--- config.mk ---
export PLATFORM = sky130hd
export DESIGN_NAME = memshare_rqst_sched_flat
export DESIGN_NICKNAME = d
export VERILOG_FILES = /design/src/rtl/memshare_rqst_sched_pkg.sv /design/src/rtl/memshare_rqst_sched_if.sv /design/src/rtl/memshare_rqst_sched_prio_pick.sv /design/src/rtl/memshare_rqst_sched.sv /design/src/flat_wrapper.sv
export SDC_FILE = /design/constraint.sdc
export NUM_CORES = 1
export LEC_CHECK = 0
export CAP_MARGIN = 20
export CELL_PAD_IN_SITES_DETAIL_PLACEMENT = 1
export CELL_PAD_IN_SITES_GLOBAL_PLACEMENT = 2
export CORE_MARGIN = 2
export CORE_UTILIZATION = 24
export CTS_CLUSTER_DIAMETER = 50
export DETAILED_ROUTE_END_ITERATION = 7
export GPL_TIMING_DRIVEN = 0
export PLACE_DENSITY_LB_ADDON = 0.15
export SLEW_MARGIN = 20
export SYNTH_ARGS = -nofsm -noshare
export SYNTH_HDL_FRONTEND = slang
export SYNTH_SLANG_ARGS = --single-unit
--- constraint.sdc ---
create_clock -name sys_clk -period 2.6 [get_ports sys_clk]
set_input_delay 0.39 -clock sys_clk [delete_from_list [all_inputs] [get_ports sys_clk]]
set_output_delay 0.39 -clock sys_clk [all_outputs]
set_load 0.05 [all_outputs]
--- src/rtl/memshare_rqst_sched_pkg.sv ---
// Shared types and helpers for the memShare request scheduler.
// Optional feature macro used by this slice: MEMSHARE_RR_PRIO_EN (rotating priority).
package memshare_sched_pkg;

    typedef enum logic [0:0] {
        IDLE,
        DRAIN
    } state_e;

    localparam logic NOSKID = 1'b0;
    localparam logic SKID   = 1'b1;

    function automatic int unsigned popcount(input logic [31:0] v);
        int unsigned c;
        c = 0;
        for (int i = 0; i < 32; i++) begin
            c += 32'(v[i]);
        end
        return c;
    endfunction

endpackage

--- src/rtl/memshare_rqst_sched_if.sv ---
// Request-flag / grant bundle between the skid buffer side and the scheduler.
interface memshare_rqst_sched_if #(
    parameter int unsigned SHARE_GROUP_SIZE = 5,
    parameter int unsigned SERVE_PER_CYCLE  = 2
);
    localparam int unsigned CNT_W = $clog2(SERVE_PER_CYCLE + 1);

    logic [SHARE_GROUP_SIZE-1:0] rqst_flag_i;
    logic                        rqst_valid_i;
    logic [SHARE_GROUP_SIZE-1:0] grant_o;
    logic                        grant_valid_o;
    logic [CNT_W-1:0]            grant_cnt_o;
    logic                        update_mask_o;
    logic                        skid_sel_o;
    logic                        busy_o;

    modport master (
        output rqst_flag_i, rqst_valid_i,
        input  grant_o, grant_valid_o, grant_cnt_o, update_mask_o, skid_sel_o, busy_o
    );

    modport slave (
        input  rqst_flag_i, rqst_valid_i,
        output grant_o, grant_valid_o, grant_cnt_o, update_mask_o, skid_sel_o, busy_o
    );

endinterface

--- src/rtl/memshare_rqst_sched_prio_pick.sv ---
// Combinational pick of up to SERVE_PER_CYCLE set flags, searching upward from start_i
// and wrapping modulo SHARE_GROUP_SIZE.
module memshare_prio_pick #(
    parameter int unsigned SHARE_GROUP_SIZE = 5,
    parameter int unsigned SERVE_PER_CYCLE  = 2
) (
    input  logic [SHARE_GROUP_SIZE-1:0]                                       flags_i,
    input  logic [((SHARE_GROUP_SIZE > 1) ? $clog2(SHARE_GROUP_SIZE) : 1)-1:0] start_i,
    output logic [SHARE_GROUP_SIZE-1:0]                                       pick_o,
    output logic [SHARE_GROUP_SIZE-1:0]                                       rem_o
);
    localparam int unsigned IDX_W = (SHARE_GROUP_SIZE > 1) ? $clog2(SHARE_GROUP_SIZE) : 1;

    logic [IDX_W-1:0] idx;
    int unsigned      cnt;

    always_comb begin
        pick_o = '0;
        cnt    = 0;
        idx    = '0;
        for (int unsigned k = 0; k < SHARE_GROUP_SIZE; k++) begin
            idx = IDX_W'((32'(start_i) + k) % SHARE_GROUP_SIZE);
            if (flags_i[idx] && (cnt < SERVE_PER_CYCLE)) begin
                pick_o[idx] = 1'b1;
                cnt         = cnt + 1;
            end
        end
        rem_o = flags_i & ~pick_o;
    end

endmodule

--- src/rtl/memshare_rqst_sched.sv ---
// memShare request scheduler: grants up to SERVE_PER_CYCLE flags per cycle and holds the
// upstream skid buffer while residual requests drain. MEMSHARE_RR_PRIO_EN selects rotating priority.
module memshare_rqst_sched
    import memshare_sched_pkg::*;
#(
    parameter int unsigned SHARE_GROUP_SIZE = 5,
    parameter int unsigned SERVE_PER_CYCLE  = 2
) (
    input logic                  sys_clk,
    input logic                  rstn,
    memshare_rqst_sched_if.slave bus
);
    localparam int unsigned N     = SHARE_GROUP_SIZE;
    localparam int unsigned IDX_W = (N > 1) ? $clog2(N) : 1;
    localparam int unsigned CNT_W = $clog2(SERVE_PER_CYCLE + 1);

    if ((SERVE_PER_CYCLE < 1) || (SERVE_PER_CYCLE > SHARE_GROUP_SIZE)) begin : g_bad_cfg
        $error("memshare_rqst_sched: SERVE_PER_CYCLE out of range");
    end

    state_e           state_q;
    logic [N-1:0]     pending_q;
    logic [N-1:0]     grant_q;
    logic [N-1:0]     src;
    logic [N-1:0]     pick;
    logic [N-1:0]     rem;
    logic [IDX_W-1:0] start_idx;

    // Upstream is frozen during DRAIN, so only the pending set is considered there.
    always_comb begin
        src = '0;
        if (state_q == DRAIN) begin
            src = pending_q;
        end else if (bus.rqst_valid_i) begin
            src = bus.rqst_flag_i;
        end
    end

    memshare_prio_pick #(
        .SHARE_GROUP_SIZE(N),
        .SERVE_PER_CYCLE (SERVE_PER_CYCLE)
    ) u_pick (
        .flags_i(src),
        .start_i(start_idx),
        .pick_o (pick),
        .rem_o  (rem)
    );

`ifdef MEMSHARE_RR_PRIO_EN
    logic [IDX_W-1:0] ptr_q;
    logic [IDX_W-1:0] ptr_d;
    logic [IDX_W-1:0] scan_idx;

    // Pointer follows the last granted index in search order.
    always_comb begin
        ptr_d    = ptr_q;
        scan_idx = '0;
        for (int unsigned k = 0; k < N; k++) begin
            scan_idx = IDX_W'((32'(ptr_q) + k) % N);
            if (pick[scan_idx]) begin
                ptr_d = IDX_W'((32'(scan_idx) + 1) % N);
            end
        end
    end

    always_ff @(posedge sys_clk) begin
        if (!rstn) begin
            ptr_q <= '0;
        end else begin
            ptr_q <= ptr_d;
        end
    end

    assign start_idx = ptr_q;
`else
    assign start_idx = '0;
`endif

    always_ff @(posedge sys_clk) begin
        if (!rstn) begin
            state_q   <= IDLE;
            pending_q <= '0;
            grant_q   <= '0;
        end else begin
            grant_q   <= pick;
            pending_q <= rem;
            case (state_q)
                IDLE:    state_q <= (rem != '0) ? DRAIN : IDLE;
                DRAIN:   state_q <= (rem == '0) ? IDLE : DRAIN;
                default: state_q <= IDLE;
            endcase
        end
    end

    assign bus.grant_o       = grant_q;
    assign bus.grant_valid_o = |grant_q;
    assign bus.grant_cnt_o   = CNT_W'(popcount(32'(grant_q)));
    assign bus.update_mask_o = (state_q == DRAIN);
    assign bus.skid_sel_o    = (state_q == DRAIN) ? SKID : NOSKID;
    assign bus.busy_o        = (state_q == DRAIN);

    a_grant_limit: assert property (@(posedge sys_clk) disable iff (!rstn)
        popcount(32'(grant_q)) <= SERVE_PER_CYCLE);
    a_grant_pending_disjoint: assert property (@(posedge sys_clk) disable iff (!rstn)
        (grant_q & pending_q) == '0);

endmodule

--- src/flat_wrapper.sv ---
// flat-port wrapper written by rule: the top's interface ports become plain ports
module memshare_rqst_sched_flat import memshare_sched_pkg::*;
#(
    parameter int unsigned SHARE_GROUP_SIZE = 5,
    parameter int unsigned SERVE_PER_CYCLE  = 2
)
  (sys_clk, rstn, bus_rqst_flag_i, bus_rqst_valid_i, bus_grant_o, bus_grant_valid_o, bus_grant_cnt_o, bus_update_mask_o, bus_skid_sel_o, bus_busy_o);
  memshare_rqst_sched_if #(.SHARE_GROUP_SIZE(SHARE_GROUP_SIZE), .SERVE_PER_CYCLE(SERVE_PER_CYCLE)) bus_i ();
  input logic sys_clk;
  input logic rstn;
  input wire logic [$bits(bus_i.rqst_flag_i)-1:0] bus_rqst_flag_i;
  input wire logic [$bits(bus_i.rqst_valid_i)-1:0] bus_rqst_valid_i;
  output wire logic [$bits(bus_i.grant_o)-1:0] bus_grant_o;
  output wire logic [$bits(bus_i.grant_valid_o)-1:0] bus_grant_valid_o;
  output wire logic [$bits(bus_i.grant_cnt_o)-1:0] bus_grant_cnt_o;
  output wire logic [$bits(bus_i.update_mask_o)-1:0] bus_update_mask_o;
  output wire logic [$bits(bus_i.skid_sel_o)-1:0] bus_skid_sel_o;
  output wire logic [$bits(bus_i.busy_o)-1:0] bus_busy_o;
  assign bus_i.rqst_flag_i = bus_rqst_flag_i;
  assign bus_i.rqst_valid_i = bus_rqst_valid_i;
  assign bus_grant_o = bus_i.grant_o;
  assign bus_grant_valid_o = bus_i.grant_valid_o;
  assign bus_grant_cnt_o = bus_i.grant_cnt_o;
  assign bus_update_mask_o = bus_i.update_mask_o;
  assign bus_skid_sel_o = bus_i.skid_sel_o;
  assign bus_busy_o = bus_i.busy_o;
  memshare_rqst_sched #(.SHARE_GROUP_SIZE(SHARE_GROUP_SIZE), .SERVE_PER_CYCLE(SERVE_PER_CYCLE)) u_core (.sys_clk(sys_clk), .rstn(rstn), .bus(bus_i));
endmodule
# Word level (Yosys, flattened, before mapping)
# Index checks and enable logic that the tools add are counted.
[op_classes] n_mux=15 addsub=7 bitwise_logic=3 n_reduce_logical=7 order_cmp=4
[op_table] cell="32-bit by 2-bit < comparator with 1-bit output, second input constant" n=3
[op_table] cell="32-bit by 1-bit adder with 32-bit output, second input constant" n=2
[op_table] cell="32-bit 2-to-1 mux" n=2
[op_table] cell="5-bit 2-to-1 mux" n=3
[op_table] cell="2-bit by 1-bit adder with 2-bit output" n=3
[op_table] cell="5-bit bitwise AND" n=1
[op_table] cell="5-bit logical NOT" n=1
[op_table] cell="1-bit 2-to-1 mux" n=5
[op_table] cell="5-bit NOT" n=1
[op_table] cell="5-bit nonzero test" n=1
[op_table] cell="5-bit OR reduction" n=1
[op_table] cell="1-bit logical AND" n=4
[op_table] cell="2-bit 2-to-1 mux" n=2
[op_table] cell="4-bit 2-to-1 mux" n=1
[op_table] cell="3-bit 2-to-1 mux" n=1
[op_table] cell="1-bit by 1-bit adder with 2-bit output" n=1
[op_table] cell="1-bit by 1-bit adder with 2-bit output, second input constant" n=1
[op_table] cell="1-bit by 2-bit < comparator with 1-bit output, second input constant" n=1
[op_table] cell="1-bit case mux with 2 select lines" n=1
[op_table] cell="1-bit NOT" n=1
[totals] out_inout_bits=11 regBits=11 in_bits=8

# Depth between registers and ports, before layout
# Gate-level depths: netlist of the first run.
[depth] ltp_word=20 mapped_depth=10

# By module
# Synthesis of the first run repeated with hierarchy kept, for this count alone.
[hier_totals] hier_cells=319 area_unflattened_um2=2427.3
[modules_own_cells] mod="memshare_prio_pick" area_per_inst_um2=1973.1 instances=1 cells_each=277
[modules_own_cells] mod="memshare_rqst_sched" area_per_inst_um2=454.2 instances=1 cells_each=42

# Least setup slack after synthesis of the first run
# No wires, ideal clock.
[synth_path] path_type="flip-flop to output port" from="register u_core.grant_q[1] (netlist: u_core.bus.grant_o[1])" to="output bus_grant_cnt_o[1]" path_slack_ns=-0.123 path_buffers=0 path_stages_with_launch=4 arrival_ns=2.333 cell_sequence="dfxtp_1 > fa_1 > fa_1 > xor2_1"
[synth_between] elab_chain_len=4
[synth_lines] element="from (decl)" line_no="memshare_rqst_sched.sv:23" source="logic [N-1:0] grant_q;"
[synth_lines] element="from (signal assigned)" line_no="memshare_rqst_sched.sv:85" source="grant_q <= pick;"
[synth_lines] element="1-bit by 1-bit adder with 2-bit output" line_no="memshare_rqst_sched_pkg.sv:17" source="c += 32'(v[i]);"
[synth_lines] element="2-bit by 1-bit adder with 2-bit output (3 in a row)" line_no="memshare_rqst_sched_pkg.sv:17"
[synth_lines] element="to (decl)" line_no="flat_wrapper.sv:15" source="output wire logic [$bits(bus_i.grant_cnt_o)-1:0] bus_grant_cnt_o;"
# Every way passes these cells.

# Worst setup path after layout of the first run
[layout_path] from="register u_core.grant_q[0] (netlist: u_core.bus.grant_o[0])" to="output bus_grant_valid_o"
[layout_between] elab_chain_len=1
[layout_lines] element="5-bit OR reduction" line_no="memshare_rqst_sched.sv:96" source="assign bus.grant_valid_o = |grant_q;"
[layout_lines] element="to (decl)" line_no="flat_wrapper.sv:14" source="output wire logic [$bits(bus_i.grant_valid_o)-1:0] bus_grant_valid_o;"
# Every way passes these cells.

==> impl_metrics.tcl, run 1 <==
set metrics [dict create \
    status "finished clean" \
    ys_top_cells_by_count "dfxtp_1 (9), nor2_1 (6), inv_1 (4), nand2_1 (4)" \
    setup_viol 0 \
    synth_area_leaders "dfxtp_1 (36%), fa_1 (7.9%), ha_1 (7.4%), nor2_1 (4.5%), nand3b_4 (4.0%)" \
    antenna_found_initial 0 \
    clock_tree.root_cell "clkbuf_4" \
    vdd_drop_max_v 0.000286 \
    syn_inst 53 \
    clock_path_buffers 2 \
    grt_overflow 0 \
    finalCritPeriodShare 0.961 \
    max_slew.worst_pin.slew_ps 499 \
    yosysTopAreaCellShare 0.357 \
    io_buffers 18 \
    fin_nets 89 \
    die_area_um2 2480 \
    hp-start "u_core.pending_q[3]" \
    antenna_cells 0 \
    drtIter0Drc 2 \
    instances_no_fill 102 \
    fin_crit_ps 2500 \
    placed_cell_area_um2 726 \
    worst_ep_required_time_ps 2210 \
    relSlewSlack 0.666 \
    finalHoldViolations 0 \
    vias 449 \
    globalRouteTotalUtil 0.117 \
    vias_per_cell 4.40 \
    pin_count 19 \
    ys_seq_elements 9 \
    arrival_ps 2110 \
    path_clk_slew_ps 60 \
    routed_wl_um 1190 \
    place_hpwl_um 967 \
    netlist_area_um2 504 \
    ctsHtreeMaxLevel 1 \
    dp.cells 98 \
    synth-warning-count 0 \
    start_util 0.257 \
    rsz0062_at_grt "false" \
    p_leak_uw 0.000328 \
    drc 0 \
    min-delay-path-class "flop to flop" \
    final_cell_area_um2 754 \
    area_delta_synth_final_pct 49.6 \
    cts_made_buffers 3 \
    die_w_um 49.8 \
    worstSetupEndpoint "bus_grant_valid_o" \
    core-area_um2 1960 \
    synth_area_leader_cell "dfxtp_1" \
    detail-route-antenna-nets 0 \
    utilization 0.385 \
    fin_setup_tns_ps 0 \
    fin_skew_ps 4.53 \
    synth_async_sr_flop_share 0 \
    power_density_nw_per_um2 523 \
    grt_pass1_vias 475 \
    synth.most_common_cell "dfxtp_1" \
    critPathKind "flop to output port" \
    layout-drive-gt1-share 0.200 \
    syn-num-nets 66 \
    rows 16 \
    fmax_mhz 400 \
    avgRoutedWirePerCell_um 11.7 \
    gp_congestion 0.724 \
    rr_startpoint "u_core.bus.busy_o" \
    synth_ff_type "dfxtp_1" \
    synth_edf_count 0 \
    crit_path_start_kind "flop" \
    grt_pass1_wl_um 2220 \
    r2r-end "u_core.bus.busy_o" \
    crit_path_end_kind "output port" \
    crit_fanout 3 \
    firstDrtPassIters 3 \
    cts.sinks 9 \
    netlist-cell-type-count 24 \
    worst-r2r-setup-slack_ps 500 \
    post-cts-setup-buffer-count 0 \
    grt_max_degree 10 \
    max_cap_viol_count 0 \
    yosysSeqAreaShare 0.357 \
    reg2regPathDepth 10 \
    die_h_um 49.8 \
    postSynthAreaPerCell_um2 9.51 \
    drv_slew 0 \
    tritoncts "built" \
    clkLatencyLatePin_ps 260 \
    critPathLaunch "u_core.bus.grant_o[0]" \
]
## sequential cells by signal, summed over array words and instances (netlist names)
name	count
u_core.bus.busy_o	1
u_core.bus.grant_o	5
u_core.pending_q	3
## area by class of cell
class                      instances  area [um2]
timing repair buffer              18         180
buffer                             2        15.0
inverter                           4        15.0
sequential                         9         180
fill                             241        1210
clock buffer                       4        26.3
tap                               27        33.8
multi-input combinational         38         304
## per-stage QoR
stage	setup slack [ps]	power [uW]	hold WS, ps
6_report	103	394	623
5_1_grt	15.5	422	661
4_1_cts	83.6	402	645
3_5_place_dp	-89.2	294	630
3_3_place_gp	-107	294	631
2_1_floorplan	97.2	247	512
## worst max-delay path: stages (launching register included)
cell and delay, ps:
dfxtp_1 340, inv_1 60, ha_1 160, or4b_2 580, clkdlybuf4s50_1 720
## how the worst min path moves through the flow
stage	endpoint	depth (start not counted)	slack, ps
after CTS	u_core.bus.grant_o[3]	2	640
after detailed placement	u_core.bus.grant_o[3]	2	630
after global routing	u_core.bus.grant_o[3]	2	660
after floorplan	u_core.bus.grant_o[2]	1	510
final	u_core.bus.grant_o[3]	2	620
after global placement	u_core.bus.grant_o[3]	2	630
## report_power, final
group          switching (uW)  total [uW]  internal, uW
clock                    48.2         107          59.1
sequential               6.57         150           144
combinational            84.6         137          52.3
## cells by family after synthesis
group	synth area share
compound gates	0.139
xor+xnor	0.0347
fa+ha+maj	0.154
buf+inv	0.0595
flops	0.357
simple gates	0.256
## cells in the final DEF (no fill, tap or decap)
master,count
clkdlybuf4s50_1,16
dfxtp_1,9
nor2_1,6
inv_1,4
nand2_1,4
nor3_1,3
ha_1,3
clkbuf_4,3
a21oi_1,2
and2_1,2
o21ai_2,2
fa_1,2
buf_4,2
nand3b_1,1
nand3b_4,1
o31ai_1,1
nor2b_2,1
a31oi_1,1
xor2_1,1
xor2_2,1
or4b_2,1
a2111o_1,1
a22o_2,1
a22oi_1,1
and3_1,1
nor2_2,1
and2_2,1
clkbuf_1,1
clkdlybuf4s15_2,1
dlygate4sd2_1,1
## layer usage
layer  GRT usage  wire length, um  vias to the layer above
met1       0.152              561                      206
li1            -                -                      226
met4      0.0278               10                        0
met5           0                0                        -
met3      0.0485               97                        2
met2       0.178              525                       15
## timing repair
action | CTS | global route
endpoints found under the setup margin | 2 | 2
hold buffers | 0 | 0
gates resized for setup | 4 | 1
Power figures use the tool's default switching activity.
==> inputs of run 2 (changes only) <==
Settings changed: CORE_UTILIZATION 24 to 35, CTS_BUF_LIST set to sky130_fd_sc_hd__clkbuf_4 sky130_fd_sc_hd__clkbuf_8 sky130_fd_sc_hd__clkbuf_16, SYNTH_HIERARCHICAL set to 1.
==> run 2 against run 1 <==
  * The run now ends with setup timing left
  * Wire length rose to 6.6 times the previous value
  * Via count rose to 5.6 times the previous value
  * Non-clock buffer count rose by 30
  * Critical endpoint is now u_core/bus.busy_o
  * Largest power group is now combinational logic
==> impl_metrics.tcl, run 2 <==
set metrics [dict create \
    vias 2514 \
    place_hpwl_um 6050 \
    start_util 0.359 \
    firstDrtPassIters 4 \
    crit_top_cell "inv_2" \
    ys_top_cells_by_count "nor2_1 (36), ha_1 (27), inv_1 (27)" \
    antenna_found_initial 0 \
    drv_slew 0 \
    critPathMaxStageDelay_ps 430 \
    io_buffers 18 \
    synth-warning-count 6 \
    gp_congestion 0.862 \
    pin_count 19 \
    ctsHoldBuffers 0 \
    slowest_stage "fa_2" \
    synth_area_leaders "ha_1 (14%), dfxtp_1 (9.1%), nor2_1 (5.6%), inv_1 (4.2%), a21oi_1 (3.7%)" \
    detail-route-antenna-nets 0 \
    vias_per_cell 5.50 \
    netlist-cell-type-count 77 \
    grt_pass1_wl_um 12700 \
    fin_skew_ps 2.63 \
    instances_no_fill 457 \
    final_common_cell "nor2_1" \
    die_h_um 87.3 \
    path_clk_slew_ps 50 \
    worst-r2r-setup-slack_ps -1130 \
    reg2regPathDepth 17 \
    max_slew.worst_pin.slew_ps 510 \
    place_ws_ps -2010 \
    ys_seq_elements 11 \
    fmax_mhz 266 \
    drc 0 \
    path_cells "clkdlybuf4s50_1 > a22o_4 > inv_2 > a21oi_1 > o221a_2 > ha_2 > or2_4 > inv_2 > fa_2 > ha_1 > nor2_2 > mux2i_2 > o211a_1 > or4_4 > o21a_1" \
    power_uw 1610 \
    synth_async_sr_flop_share 0 \
    setup_slack_ps -1160 \
    rows 30 \
    cts.sinks 11 \
    avgRoutedWirePerCell_um 17.2 \
    arrival_ps 3890 \
    fin_crit_ps 3760 \
    violations "setup timing" \
    clkLatencyLatePin_ps 230 \
    setup_viol 5 \
    crit_path_end_kind "flop" \
    clock_tree.root_cell "clkbuf_8" \
    synth_area_leader_cell "ha_1" \
    core-area_um2 6760 \
    ctsHtreeMaxLevel 1 \
    finalHoldViolations 0 \
    yosysTopAreaCellShare 0.139 \
    finalCritPeriodShare 1.45 \
    regArea_um2 224 \
    yosysSeqAreaShare 0.0907 \
    postSynthAreaPerCell_um2 7.61 \
    synth_edf_count 0 \
    status "finished, violations left" \
    vdd_drop_max_v 0.000203 \
    grt_pass1_vias 2455 \
    grt_max_degree 14 \
    area_delta_synth_final_pct 26.1 \
    drtIter0Drc 97 \
    rr_startpoint "u_core/bus.busy_o" \
    relSlewSlack 0.659 \
    critPathLaunch "bus_rqst_flag_i[1]" \
    worstSetupEndpoint "u_core/bus.busy_o" \
    synth_ff_type "dfxtp_1" \
    synth.most_common_cell "nor2_1" \
    syn_inst 319 \
    clock_path_buffers 2 \
    holdWs_ps 841 \
    p_leak_uw 0.00138 \
    worst_ep_required_time_ps 2730 \
    grt_overflow 0 \
    min-delay-path-class "input pin to flop" \
    max_cap_viol_count 0 \
    final_cell_mix "nor2_1 (33), ha_1 (26), inv_1 (25), conb_1 (21), buf_4 (20)" \
    cp.buffers_inverters 3 \
    globalRouteTotalUtil 0.210 \
    cp_top_family "compound AO/OA/AOI/OAI gates" \
    dp.cells 437 \
    antenna_cells 0 \
    utilization 0.453 \
    netlist_area_um2 2430 \
    fin_nets 417 \
    multi_input_area_um2 2180 \
    crit_cells 15 \
    die_area_um2 7620 \
    rsz0062_at_grt "true" \
    fillers 834 \
    crit_path_start_kind "input pin" \
    crit_fanout 7 \
    r2r-end "u_core/bus.busy_o" \
    critPathKind "input pin to flop" \
    cts_made_buffers 3 \
    routed_wl_um 7860 \
    power_density_nw_per_um2 526 \
    layout-drive-gt1-share 0.199 \
    tritoncts "built" \
    die_w_um 87.3 \
]
run 2: cell types whose count changed in the layout (fill, tap and decap cells not counted), moves of 10 or more:
cell     previous run  this run
conb_1              0        21
a21oi_1             2        17
and2_1              2        12
nor2_1              6        33
nand2_1             4        18
o21ai_0             0        18
ha_1                3        26
inv_1               4        25
buf_4               2        20
run 2: metal layers:
metal | part of all wire | GRT usage
met5 | 0 | 0
met4 | 0.0033 | 0.0252
met3 | 0.017 | 0.0114
met2 | 0.52 | 0.381
met1 | 0.46 | 0.282
run 2: logic make-up after synthesis:
kind of cell / count (synthesis) / synth area share
adder cells (fa/ha/maj): 31 / 0.172
XOR/XNOR: 9 / 0.0464
AO/OA/AOI/OAI: 102 / 0.328
other: 1 / 0.00154
buffers and inverters: 45 / 0.0825
flip-flops: 11 / 0.0907
AND/OR/NAND/NOR: 110 / 0.231
multiplexers: 10 / 0.0474
run 2: what timing repair did:
action / 4_1_cts / 5_1_grt
setup endpoints to repair: 9 / 6
buffers inserted: 10 / 6
pin swaps: 15 / 16
gates resized for setup: 12 / 11
run 2: metrics by stage:
stage,area [um2],TNS [ps]
2_1_floorplan,2570,-3290
3_3_place_gp,2850,-8100
3_5_place_dp,2850,-8290
4_1_cts,2980,-4010
5_1_grt,3060,-4270
6_report,3060,-3500
run 2: cell type report:
class / instances / area share
multi-input combinational: 283 / 0.713
timing repair buffer: 34 / 0.0969
sequential: 11 / 0.0732
inverter: 29 / 0.0364
tap: 80 / 0.0327
buffer: 16 / 0.0323
clock buffer: 4 / 0.0159
run 2: power breakdown:
group          switching, uW  internal (uW)  total (uW)
clock network           61.6            118         179
registers               20.7            190         210
logic                    697            523        1220
total                    779            831        1610
run 2: worst min path at each step:
stage               cells past startpoint  slack, ps               endpoint           startpoint
floorplan                               1        520    u_core/pending_q[3]                 rstn
global placement                        5        870  u_core/bus.grant_o[0]  u_core/pending_q[0]
detailed placement                      3        880    u_core/pending_q[4]  u_core/pending_q[4]
CTS                                     2        840    u_core/pending_q[3]                 rstn
global route                            2        840    u_core/pending_q[3]                 rstn
finish                                  2        840    u_core/pending_q[3]                 rstn
run 2: worst register-to-register path, stage by stage (launching register included):
cell and delay [ps]:
dfxtp_4 370, nor2b_4 150, a22o_1 150, clkbuf_8 140
o32a_1 150, nor2_2 50, a2111oi_4 250, ha_2 260
or2_4 120, inv_2 40, fa_2 340, or2_4 270
and2_4 150, nor3_4 210, mux2i_2 100, o211a_1 250
or4_4 420, o21a_1 190
